[src/rtl/adder_share_arbiter_pkg.sv]
// Shared defaults, tag-width helper and pipeline occupancy encoding for adder_share_arbiter.
package adder_share_arbiter_pkg;

    localparam int unsigned WidthDefault = 40;
    localparam int unsigned NReqDefault  = 4;

    // Tag width for n requesters; never narrower than one bit.
    function automatic int unsigned id_width(input int unsigned n);
        return (n <= 1) ? 1 : $clog2(n);
    endfunction

    // Pipeline occupancy as {s1_v, s2_v}.
    typedef enum logic [1:0] {
        PipeEmpty = 2'b00,
        PipeS2    = 2'b01,
        PipeS1    = 2'b10,
        PipeFull  = 2'b11
    } pipe_state_e;

endpackage

[src/rtl/adder_share_arbiter_rr_arbiter.sv]
// Combinational round-robin arbiter: first set request at or after ptr, wrapping modulo N_REQ.
module adder_share_arbiter_rr_arbiter
    import adder_share_arbiter_pkg::*;
#(
    parameter int unsigned N_REQ = NReqDefault,
    parameter int unsigned ID_W  = id_width(N_REQ)
) (
    input  logic [N_REQ-1:0] req_i,
    input  logic [ID_W-1:0]  ptr_i,
    input  logic             enable_i,
    output logic [N_REQ-1:0] grant_o,
    output logic [ID_W-1:0]  grant_idx_o,
    output logic             any_valid_o
);

    // Rotating priority search; grant_o is only asserted when enabled.
    always_comb begin
        logic [ID_W-1:0] idx;
        logic            found;
        found       = 1'b0;
        idx         = '0;
        grant_idx_o = '0;
        grant_o     = '0;
        for (int unsigned i = 0; i < N_REQ; i++) begin
            idx = ID_W'((32'(ptr_i) + i) % N_REQ);
            if (!found && req_i[idx]) begin
                found       = 1'b1;
                grant_idx_o = idx;
            end
        end
        if (enable_i && found) begin
            grant_o[grant_idx_o] = 1'b1;
        end
        any_valid_o = found;
    end

endmodule

[src/rtl/rca_adder.sv]
// Plain WIDTH-bit ripple-carry adder; the carry-out is dropped (sum is modulo 2^WIDTH).
module rca_adder #(
    parameter int unsigned WIDTH = 40
) (
    input  logic [WIDTH-1:0] a_i,
    input  logic [WIDTH-1:0] b_i,
    output logic [WIDTH-1:0] sum_o
);

    // Ripple the carry from bit 0 upward.
    always_comb begin
        logic c;
        c     = 1'b0;
        sum_o = '0;
        for (int unsigned i = 0; i < WIDTH; i++) begin
            sum_o[i] = a_i[i] ^ b_i[i] ^ c;
            c        = (a_i[i] & b_i[i]) | (c & (a_i[i] ^ b_i[i]));
        end
    end

endmodule

[src/rtl/adder_share_arbiter.sv]
// One shared ripple-carry adder behind a round-robin arbiter, with a two-stage tagged pipeline.
module adder_share_arbiter
    import adder_share_arbiter_pkg::*;
#(
    parameter int unsigned N_REQ = NReqDefault,
    parameter int unsigned WIDTH = WidthDefault,
    parameter int unsigned ID_W  = id_width(N_REQ)
) (
    input  logic                   clk,
    input  logic                   rst,
    input  logic [N_REQ-1:0]       req_valid,
    output logic [N_REQ-1:0]       req_ready,
    input  logic [N_REQ*WIDTH-1:0] req_a,
    input  logic [N_REQ*WIDTH-1:0] req_b,
    output logic                   rsp_valid,
    input  logic                   rsp_ready,
    output logic [WIDTH-1:0]       rsp_sum,
    output logic [ID_W-1:0]        rsp_id,
    output logic                   busy
);

    logic             s1_v_q, s1_v_d;
    logic [WIDTH-1:0] s1_a_q, s1_a_d;
    logic [WIDTH-1:0] s1_b_q, s1_b_d;
    logic [ID_W-1:0]  s1_id_q, s1_id_d;
    logic             s2_v_q, s2_v_d;
    logic [WIDTH-1:0] s2_sum_q, s2_sum_d;
    logic [ID_W-1:0]  s2_id_q, s2_id_d;
    logic [ID_W-1:0]  ptr_q, ptr_d;

    logic             s2_free, s1_adv, accept;
    logic [N_REQ-1:0] grant;
    logic [ID_W-1:0]  grant_idx;
    logic             any_valid;
    logic [WIDTH-1:0] adder_sum;
    pipe_state_e      pipe_state;

    assign s2_free = !s2_v_q || rsp_ready;
    assign s1_adv  = s1_v_q && s2_free;
    assign accept  = !s1_v_q || s1_adv;

    adder_share_arbiter_rr_arbiter #(
        .N_REQ (N_REQ),
        .ID_W  (ID_W)
    ) u_arb (
        .req_i       (req_valid),
        .ptr_i       (ptr_q),
        .enable_i    (accept && !rst),
        .grant_o     (grant),
        .grant_idx_o (grant_idx),
        .any_valid_o (any_valid)
    );

    rca_adder #(
        .WIDTH (WIDTH)
    ) u_adder (
        .a_i   (s1_a_q),
        .b_i   (s1_b_q),
        .sum_o (adder_sum)
    );

    // Next state: accept into stage 1, advance into stage 2, retire on rsp_ready.
    always_comb begin
        s1_v_d   = s1_v_q;
        s1_a_d   = s1_a_q;
        s1_b_d   = s1_b_q;
        s1_id_d  = s1_id_q;
        s2_v_d   = s2_v_q;
        s2_sum_d = s2_sum_q;
        s2_id_d  = s2_id_q;
        ptr_d    = ptr_q;

        if (accept && any_valid) begin
            s1_v_d  = 1'b1;
            s1_a_d  = req_a[32'(grant_idx) * WIDTH +: WIDTH];
            s1_b_d  = req_b[32'(grant_idx) * WIDTH +: WIDTH];
            s1_id_d = grant_idx;
            ptr_d   = (grant_idx == ID_W'(N_REQ - 1)) ? '0 : grant_idx + ID_W'(1);
        end else if (s1_adv) begin
            s1_v_d = 1'b0;
        end

        if (s1_adv) begin
            s2_v_d   = 1'b1;
            s2_sum_d = adder_sum;
            s2_id_d  = s1_id_q;
        end else if (rsp_ready) begin
            s2_v_d = 1'b0;
        end
    end

    // Pipeline and pointer registers with synchronous reset; in-flight pairs are dropped.
    always_ff @(posedge clk) begin
        if (rst) begin
            s1_v_q   <= 1'b0;
            s1_a_q   <= '0;
            s1_b_q   <= '0;
            s1_id_q  <= '0;
            s2_v_q   <= 1'b0;
            s2_sum_q <= '0;
            s2_id_q  <= '0;
            ptr_q    <= '0;
        end else begin
            s1_v_q   <= s1_v_d;
            s1_a_q   <= s1_a_d;
            s1_b_q   <= s1_b_d;
            s1_id_q  <= s1_id_d;
            s2_v_q   <= s2_v_d;
            s2_sum_q <= s2_sum_d;
            s2_id_q  <= s2_id_d;
            ptr_q    <= ptr_d;
        end
    end

    assign pipe_state = pipe_state_e'({s1_v_q, s2_v_q});

    // Outputs; valid/busy are masked during reset so nothing stale leaks before the first edge.
    always_comb begin
        req_ready = grant;
        rsp_valid = !rst && s2_v_q;
        rsp_sum   = s2_sum_q;
        rsp_id    = s2_id_q;
        busy      = !rst && (pipe_state != PipeEmpty);
    end

endmodule

[config.mk]
export PLATFORM = sky130hd
export DESIGN_NAME = adder_share_arbiter
export DESIGN_NICKNAME = d
export VERILOG_FILES = /design/src/rtl/adder_share_arbiter_pkg.sv /design/src/rtl/adder_share_arbiter_rr_arbiter.sv /design/src/rtl/rca_adder.sv /design/src/rtl/adder_share_arbiter.sv
export SDC_FILE = /design/constraint.sdc
export NUM_CORES = 1
export LEC_CHECK = 0
export CORE_MARGIN = 3
export CORE_UTILIZATION = 35
export CTS_BUF_LIST = sky130_fd_sc_hd__clkbuf_4
export DETAILED_ROUTE_END_ITERATION = 16
export PLACE_DENSITY = 0.73
export RECOVER_POWER = 25
export SETUP_SLACK_MARGIN = 0.05
export SYNTH_ARGS = -nofsm -noshare
export SYNTH_HDL_FRONTEND = slang
export SYNTH_HIERARCHICAL = 1
export SYNTH_SLANG_ARGS = --single-unit
[constraint.sdc]
create_clock -name clk -period 22.6 [get_ports clk]
set_input_delay 4.52 -clock clk [delete_from_list [all_inputs] [get_ports clk]]
set_output_delay 4.52 -clock clk [all_outputs]
set_load 0.03 [all_outputs]
==> results of run 1 <==
==> where the power goes <==
group	internal [mW]	switching, mW
Combinational	0.184	0.136
Clock	0.0777	0.0861
Sequential	0.265	0.0280
Total	0.526	0.251
==> registers in the layout, summed over array words and instances, names as in the netlist <==
name     count
rsp_id       2
s1_v_q       1
s1_id_q      2
s2_v_q       1
s1_a_q      40
s1_b_q      40
ptr_q        2
rsp_sum     40
==> cells in the final DEF, fill, tap and decap left out, types with 2 or more instances in the layout <==
master	count
sky130_fd_sc_hd__clkdlybuf4s50_1	346
sky130_fd_sc_hd__dfxtp_1	127
sky130_fd_sc_hd__mux4_2	80
sky130_fd_sc_hd__a22o_1	80
sky130_fd_sc_hd__a21oi_1	51
sky130_fd_sc_hd__nand3_1	46
sky130_fd_sc_hd__o21ai_0	46
sky130_fd_sc_hd__fa_1	38
sky130_fd_sc_hd__dlygate4sd3_1	27
sky130_fd_sc_hd__clkbuf_4	18
sky130_fd_sc_hd__inv_1	10
sky130_fd_sc_hd__buf_4	9
sky130_fd_sc_hd__nor2_1	5
sky130_fd_sc_hd__clkinvlp_4	4
sky130_fd_sc_hd__nand2b_1	3
sky130_fd_sc_hd__clkinv_2	3
sky130_fd_sc_hd__bufinv_16	3
sky130_fd_sc_hd__diode_2	2
sky130_fd_sc_hd__nor3_4	2
sky130_fd_sc_hd__ha_1	2
sky130_fd_sc_hd__inv_6	2
sky130_fd_sc_hd__nor3b_1	2
==> metal layers <==
metal	part of all wire (%)	GRT usage [%]	vias to the layer above
met4	2.3	6.236	2
met2	53	37.62	277
met5	0.056	0	-
met3	8.4	6.856	31
met1	36	22.65	3042
li1	-	-	2908
==> cell type report <==
cell class | count | share of cell area (%)
Clock inverter | 14 | 1.464
Inverter | 10 | 0.3327
Antenna cell | 2 | 0.04437
Timing Repair Buffer | 384 | 33.77
Sequential cell | 128 | 22.73
Clock buffer | 18 | 1.198
Tap cell | 265 | 2.939
Multi-Input combinational cell | 368 | 37.52
==> cell families after synthesis <==
logic type | count (synthesis) | share of synthesized area [%]
muxes | 80 | 25.33
adders and majority gates | 40 | 11.05
DFF | 128 | 36.02
AOI/OAI and AO/OA | 180 | 17.06
xor gates and xnor gates | 1 | 0.3342
and+or+nand+nor | 67 | 5.330
buffers and inverters | 69 | 4.873
==> worst max-delay path by stage <==
| stage | from | endpoint | slack [ps] | cells after the start |
|---|---|---|---|---|
| after floorplan | s1_a_q[0]$_SDFFE_PP0P_ | rsp_sum[39]$_SDFFE_PP0P_ | 7440 | 44 |
| after global placement | s1_a_q[0]$_SDFFE_PP0P_ | rsp_sum[39]$_SDFFE_PP0P_ | 6800 | 44 |
| after detailed placement | s1_a_q[0]$_SDFFE_PP0P_ | rsp_sum[39]$_SDFFE_PP0P_ | 6680 | 44 |
| after CTS | s1_a_q[0]$_SDFFE_PP0P_ | rsp_sum[39]$_SDFFE_PP0P_ | 6630 | 44 |
| after global routing | s1_a_q[0]$_SDFFE_PP0P_ | rsp_sum[39]$_SDFFE_PP0P_ | 6020 | 44 |
| final | s1_a_q[0]$_SDFFE_PP0P_ | rsp_sum[39]$_SDFFE_PP0P_ | 6570 | 44 |
==> worst max-delay path: cells and delay by family, from the launching register on <==
| family | cells | cell delay, ps |
|---|---|---|
| simple gates | 1 | 60 |
| xor+xnor | 1 | 190 |
| fa+ha+maj | 39 | 15050 |
| compound gates | 1 | 170 |
| flops | 1 | 340 |
| buf+inv | 2 | 110 |
==> metrics by stage <==
| step | util [%] | total power, mW | setup slack, ps |
|---|---|---|---|
| floorplan | - | 0.4965 | 7435 |
| global placement | 55.70 | 0.6156 | 6801 |
| detailed placement | 55.70 | 0.6244 | 6685 |
| CTS | 57.22 | 0.7892 | 6631 |
| global route | 57.21 | 0.8279 | 6016 |
| finish | 57.21 | 0.7768 | 6571 |
==> flow_summary.ini, run 1 <==
[cts]
insertion_delay_ps = 510
cts_tree = built
postCtsSetupBuffers = 0
cts-buffers-inserted = 17
post_cts_hold_buffer_count = 0
clock_tree.htree_level_count = 4
buffer_cell_driving_the_clock_tree_root = sky130_fd_sc_hd__clkbuf_4
clkTransAtPathRegs_ps = 120
cts-resized-gates = 0
clockBufferDepth = 2
number_of_clock_sinks_seen_by_cts = 128

[layout]
finalNetCount = 1276
area_growth_pct = 58.59
regArea_sq_um = 2564
multi_input_comb_area_sq_um = 4233
fillerInstances = 1662
post_route_cells_drive_above_1_share_pct = 13.99
finalNonFillerCells = 1189
non_filler_cell_area_final_sq_um = 11280

[sta]
finalSetupViolations = 0
finalClockSkew_ps = 15.95
min_period_over_period_pct = 70.93
timing.max_slew.rel_slack_pct = -120.4
timing.final.hold_violations = 0
setup-tns-final_ps = 0
final-max-slew-violation-count = 87
timing_worst_slew_pin_value_ps = 3306
worst_hold_slack_ps = 474.1
rsz_0062_raised_after_global_routing = false
achievable-frequency_mhz = 62.39
period_minus_slack_ps = 16030

[synth]
synth_seq_cells = 128
async_reset_ff_share_pct = 0
largest_cells_by_area_after_synthesis = sky130_fd_sc_hd__dfxtp_1 36%, sky130_fd_sc_hd__mux4_2 25%, sky130_fd_sc_hd__fa_1 11%, sky130_fd_sc_hd__a22o_1 9.9%, sky130_fd_sc_hd__a21oi_1 3.6%
sequential_to_total_area_share_from_yosys_stat_pct = 36.02
yosys.cell_types.count = 30
synth_area_leader_cell = sky130_fd_sc_hd__dfxtp_1
synth_top_flop_cell = sky130_fd_sc_hd__dfxtp_1
yosys_warnings = 6
yosys.cell_count.top_type = sky130_fd_sc_hd__dfxtp_1
synth_cells = 565
synth_commonest_cells = 128 x sky130_fd_sc_hd__dfxtp_1, 80 x sky130_fd_sc_hd__a22o_1, 80 x sky130_fd_sc_hd__mux4_2
synth.avg_cell_area_sq_um = 12.59
post_synth_edffs = 0
postSynthNetCount = 932
syn-cell-area_sq_um = 7113
synth_top_cell_area_share_pct = 36.02

[run_status]
violations = max-capacitance violations, max-slew violations
outcome = finished, violations left

[floorplanning]
floorplan.core_area_sq_um = 19720
rows = 51
dieArea_sq_um = 22070
top_level_ports = 375
die_w_microns = 148.6
die_h_microns = 148.6
floorplan.initialDensity_pct = 36.07

[worst_hold_path]
number_of_instances_on_the_worst_hold_path = 2
worst_min_delay_path_startpoint = s1_id_q[1]$_SDFFE_PP0P_
hold_path_end = rsp_id[1]$_SDFFE_PP0P_
hold_path.class = reg -> reg

[critical_path]
crit_fanout = 2
worstSetupEndpointType = flip-flop
criticalPathCategory = reg -> reg
critical_path_arrival_ps = 16470
r2r-start = s1_a_q[0]$_SDFFE_PP0P_
category_of_the_worst_setup_path_launch_point = flip-flop
r2r_end = rsp_sum[39]$_SDFFE_PP0P_
cp_slowest_cell = sky130_fd_sc_hd__fa_1
worstRegToRegCells = 44
timing.critical_path.slowest_cell_delay_ps = 420
path_common_cell = sky130_fd_sc_hd__fa_1
cp.required_ps = 23040
regToRegSetupSlack_ps = 6570

[grt]
antenna_found_initial = 3
first_global_vias = 6612
globalRouteOverflowTotal = 0
global_route_wire_length_before_repair_mm = 35.36
grt_usage_pct = 20.60
grt_start_max_net_pins = 55

[detailed_routing]
avgViaCountPerCell = 5.265
wire_per_inst_microns = 19.58
ant_nets = 0
drt_wl_total_mm = 23.29
drcViolationCount = 0
num_vias = 6260
dr.first_iter.drc_count = 184
dr.pass1.iters = 4

[pwr]
irDropWorstVdd_uv = 27.79
power.density_cell_area_nw_per_um2 = 68.86
power_leakage_nw = 4.279

[placement]
place.detailed.instances = 1155
globalplace.congestion = 0.7524
port-buffer-count = 374
post_dp_cell_area_sq_um = 10980
place_hpwl_mm = 18.15

[run]
cap_violations = 2
No activity file was read; power rests on OpenSTA's default activity.
==> run 2: changes to the inputs <==
--- a/config.mk
+++ b/config.mk
@@ -9,7 +9,7 @@
 export CORE_UTILIZATION = 35
 export CTS_BUF_LIST = sky130_fd_sc_hd__clkbuf_4
 export DETAILED_ROUTE_END_ITERATION = 16
-export PLACE_DENSITY = 0.73
+export PLACE_DENSITY = 0.75
 export RECOVER_POWER = 25
 export SETUP_SLACK_MARGIN = 0.05
 export SYNTH_ARGS = -nofsm -noshare
==> constraint.sdc (replaced) <==
create_clock -name clk -period 13.54 [get_ports clk]
set_input_delay 2.708 -clock clk [delete_from_list [all_inputs] [get_ports clk]]
set_output_delay 2.708 -clock clk [all_outputs]
set_load 0.03 [all_outputs]
==> run 2 against run 1 <==
Compared with the run above:
- the run ends with negative setup slack left
- sequential cell count unchanged
- non-clock buffer count increased by 1
- total power increased by 64%
- setup slack got worse by 7300 ps
- combinational power increased by 68%
- critical path depth decreased by 1
- sequential power increased by 69%
- count of clock-buffer cells in the layout unchanged
- critical path type unchanged
==> flow_summary.ini, run 2 (synthesis gave the netlist of run 1 again) <==
[critical_path]
criticalPathCategory = reg -> reg
r2r_end = rsp_sum[38]$_SDFFE_PP0P_
worstSetupEndpointType = flip-flop
path_common_cell = sky130_fd_sc_hd__fa_2
worstRegToRegCells = 43
r2r-start = s1_a_q[0]$_SDFFE_PP0P_
cp_slowest_cell = sky130_fd_sc_hd__fa_2
crit_fanout = 2
timing.critical_path.slowest_cell_delay_ps = 540
regToRegSetupSlack_ps = -720
category_of_the_worst_setup_path_launch_point = flip-flop
cp.required_ps = 14000
critical_path_arrival_ps = 14720

[layout]
layout.cells.most_common = sky130_fd_sc_hd__clkdlybuf4s50_1
finalNetCount = 1277
area_growth_pct = 59.89
non_filler_cell_area_final_sq_um = 11370
final_cell_mix = 343 x sky130_fd_sc_hd__clkdlybuf4s50_1, 125 x sky130_fd_sc_hd__dfxtp_1, 80 x sky130_fd_sc_hd__mux4_2, 80 x sky130_fd_sc_hd__a22o_1, 49 x sky130_fd_sc_hd__a21oi_1
post_route_cells_drive_above_1_share_pct = 18.74
final_core_utilization_pct = 57.68

[detailed_routing]
wire_per_inst_microns = 19.42
num_vias = 6236
dr.pass1.iters = 4
avgViaCountPerCell = 5.245
dr.first_iter.drc_count = 262
drt_wl_total_mm = 23.10
ant_nets = 0
drcViolationCount = 0

[cts]
cts_tree = built
buffer_cell_driving_the_clock_tree_root = sky130_fd_sc_hd__clkbuf_4
number_of_clock_sinks_seen_by_cts = 128
clock_tree.htree_level_count = 4
postCtsSetupBuffers = 0
clkTransAtPathRegs_ps = 120
cts-buffers-inserted = 17
insertion_delay_ps = 510
clockBufferDepth = 2

[pwr]
switching_share_pct = 32.55
power.density_cell_area_nw_per_um2 = 112.1
p_comb_share_pct = 42.2
clock_power_share_pct = 19.0
power_leakage_nw = 4.223
irDropWorstVdd_uv = 59.54
switchingPower_uw = 415.2
power_frac_seq_pct = 38.8
intPower_uw = 860.3

[floorplanning]
die_w_microns = 148.6
top_level_ports = 375
dieArea_sq_um = 22070
die_h_microns = 148.6
floorplan.core_area_sq_um = 19720
floorplan.initialDensity_pct = 36.07
rows = 51

[grt]
grt_usage_pct = 20.43
antenna_found_initial = 1
grt_start_max_net_pins = 67
global_route_wire_length_before_repair_mm = 35.05
globalRouteOverflowTotal = 0
first_global_vias = 6609

[placement]
globalplace.congestion = 0.7390
port-buffer-count = 374
post_dp_cell_area_sq_um = 11080
place_hpwl_mm = 18.06

[sta]
min_period_over_period_pct = 105.3
timing.final.hold_violations = 0
timing.max_slew.rel_slack_pct = 15.76
final_critical_path_setup_slack_ps = -720.6
achievable-frequency_mhz = 70.12
final-max-slew-violation-count = 0
timing_worst_slew_pin_value_ps = 1260
setup-tns-final_ps = -1848
worst_hold_slack_ps = 462.2
finalClockSkew_ps = 20.23
period_minus_slack_ps = 14260
rsz_0062_raised_after_global_routing = true
finalSetupViolations = 4

[worst_hold_path]
hold_path_end = rsp_id[1]$_SDFFE_PP0P_
number_of_instances_on_the_worst_hold_path = 2
hold_path.class = reg -> reg
worst_min_delay_path_startpoint = s1_id_q[1]$_SDFFE_PP0P_

[run]
cap_violations = 0

[run_status]
outcome = finished, violations left
violations = negative setup slack
[run 2: layout make-up]
cell class                      instances  area, sq um
Antenna cell                            1        2.502
Clock buffer                           18        135.1
Clock inverter                         14        123.9
Fill cell                            1623         8344
Inverter                               10        37.54
Multi-Input combinational cell        368         4355
Sequential cell                       128         2566
Tap cell                              265        331.6
Timing Repair Buffer                  385         3821
[run 2: per-stage QoR]
step	instances	setup WS (ps)	power, mW
floorplan	565	-155.9	0.8362
global placement	1156	-539.8	1.040
detailed placement	1156	-656.3	1.052
CTS	1188	-701.1	1.297
global route	1189	-1077	1.362
finish	1189	-720.6	1.275
[run 2: layer usage]
layer | global-route usage (%) | share of wire (%) | up-vias
met5 | 0 | 0 | -
met4 | 4.203 | 0.89 | 0
met3 | 6.216 | 7.8 | 12
met2 | 37.42 | 54 | 248
met1 | 23.59 | 37 | 3072
li1 | - | - | 2904
[run 2: how the worst max path moves through the flow]
stage / from / slack [ps] / endpoint
floorplan: s1_a_q[0]$_SDFFE_PP0P_ / -160 / rsp_sum[38]$_SDFFE_PP0P_
global placement: s1_a_q[0]$_SDFFE_PP0P_ / -540 / rsp_sum[38]$_SDFFE_PP0P_
detailed placement: s1_a_q[0]$_SDFFE_PP0P_ / -660 / rsp_sum[38]$_SDFFE_PP0P_
CTS: s1_a_q[0]$_SDFFE_PP0P_ / -700 / rsp_sum[39]$_SDFFE_PP0P_
global route: s1_a_q[0]$_SDFFE_PP0P_ / -1080 / rsp_sum[39]$_SDFFE_PP0P_
finish: s1_a_q[0]$_SDFFE_PP0P_ / -720 / rsp_sum[38]$_SDFFE_PP0P_
[run 2: worst max-delay path, delay by kind of cell (launching register included)]
family | cells | cell delay [ps]
fa+ha+maj | 39 | 13490
simple gates | 1 | 80
flops | 1 | 360
buf+inv | 2 | 100
compound gates | 1 | 170
[run 2: timing repair]
item / in CTS / in global routing
hold buffers: 0 / 0
pin swaps: 1 / 2
resized for setup: 2 / 6
endpoints found under the setup margin: 4 / 4
[run 2: power groups by stage]
stage	registers, mW	clock network, mW	logic [mW]
final	0.495	0.243	0.538
after global routing	0.504	0.271	0.586
after CTS	0.496	0.252	0.550
after detailed placement	0.505	0	0.547
after global placement	0.501	0	0.539
after floorplan	0.530	0	0.306
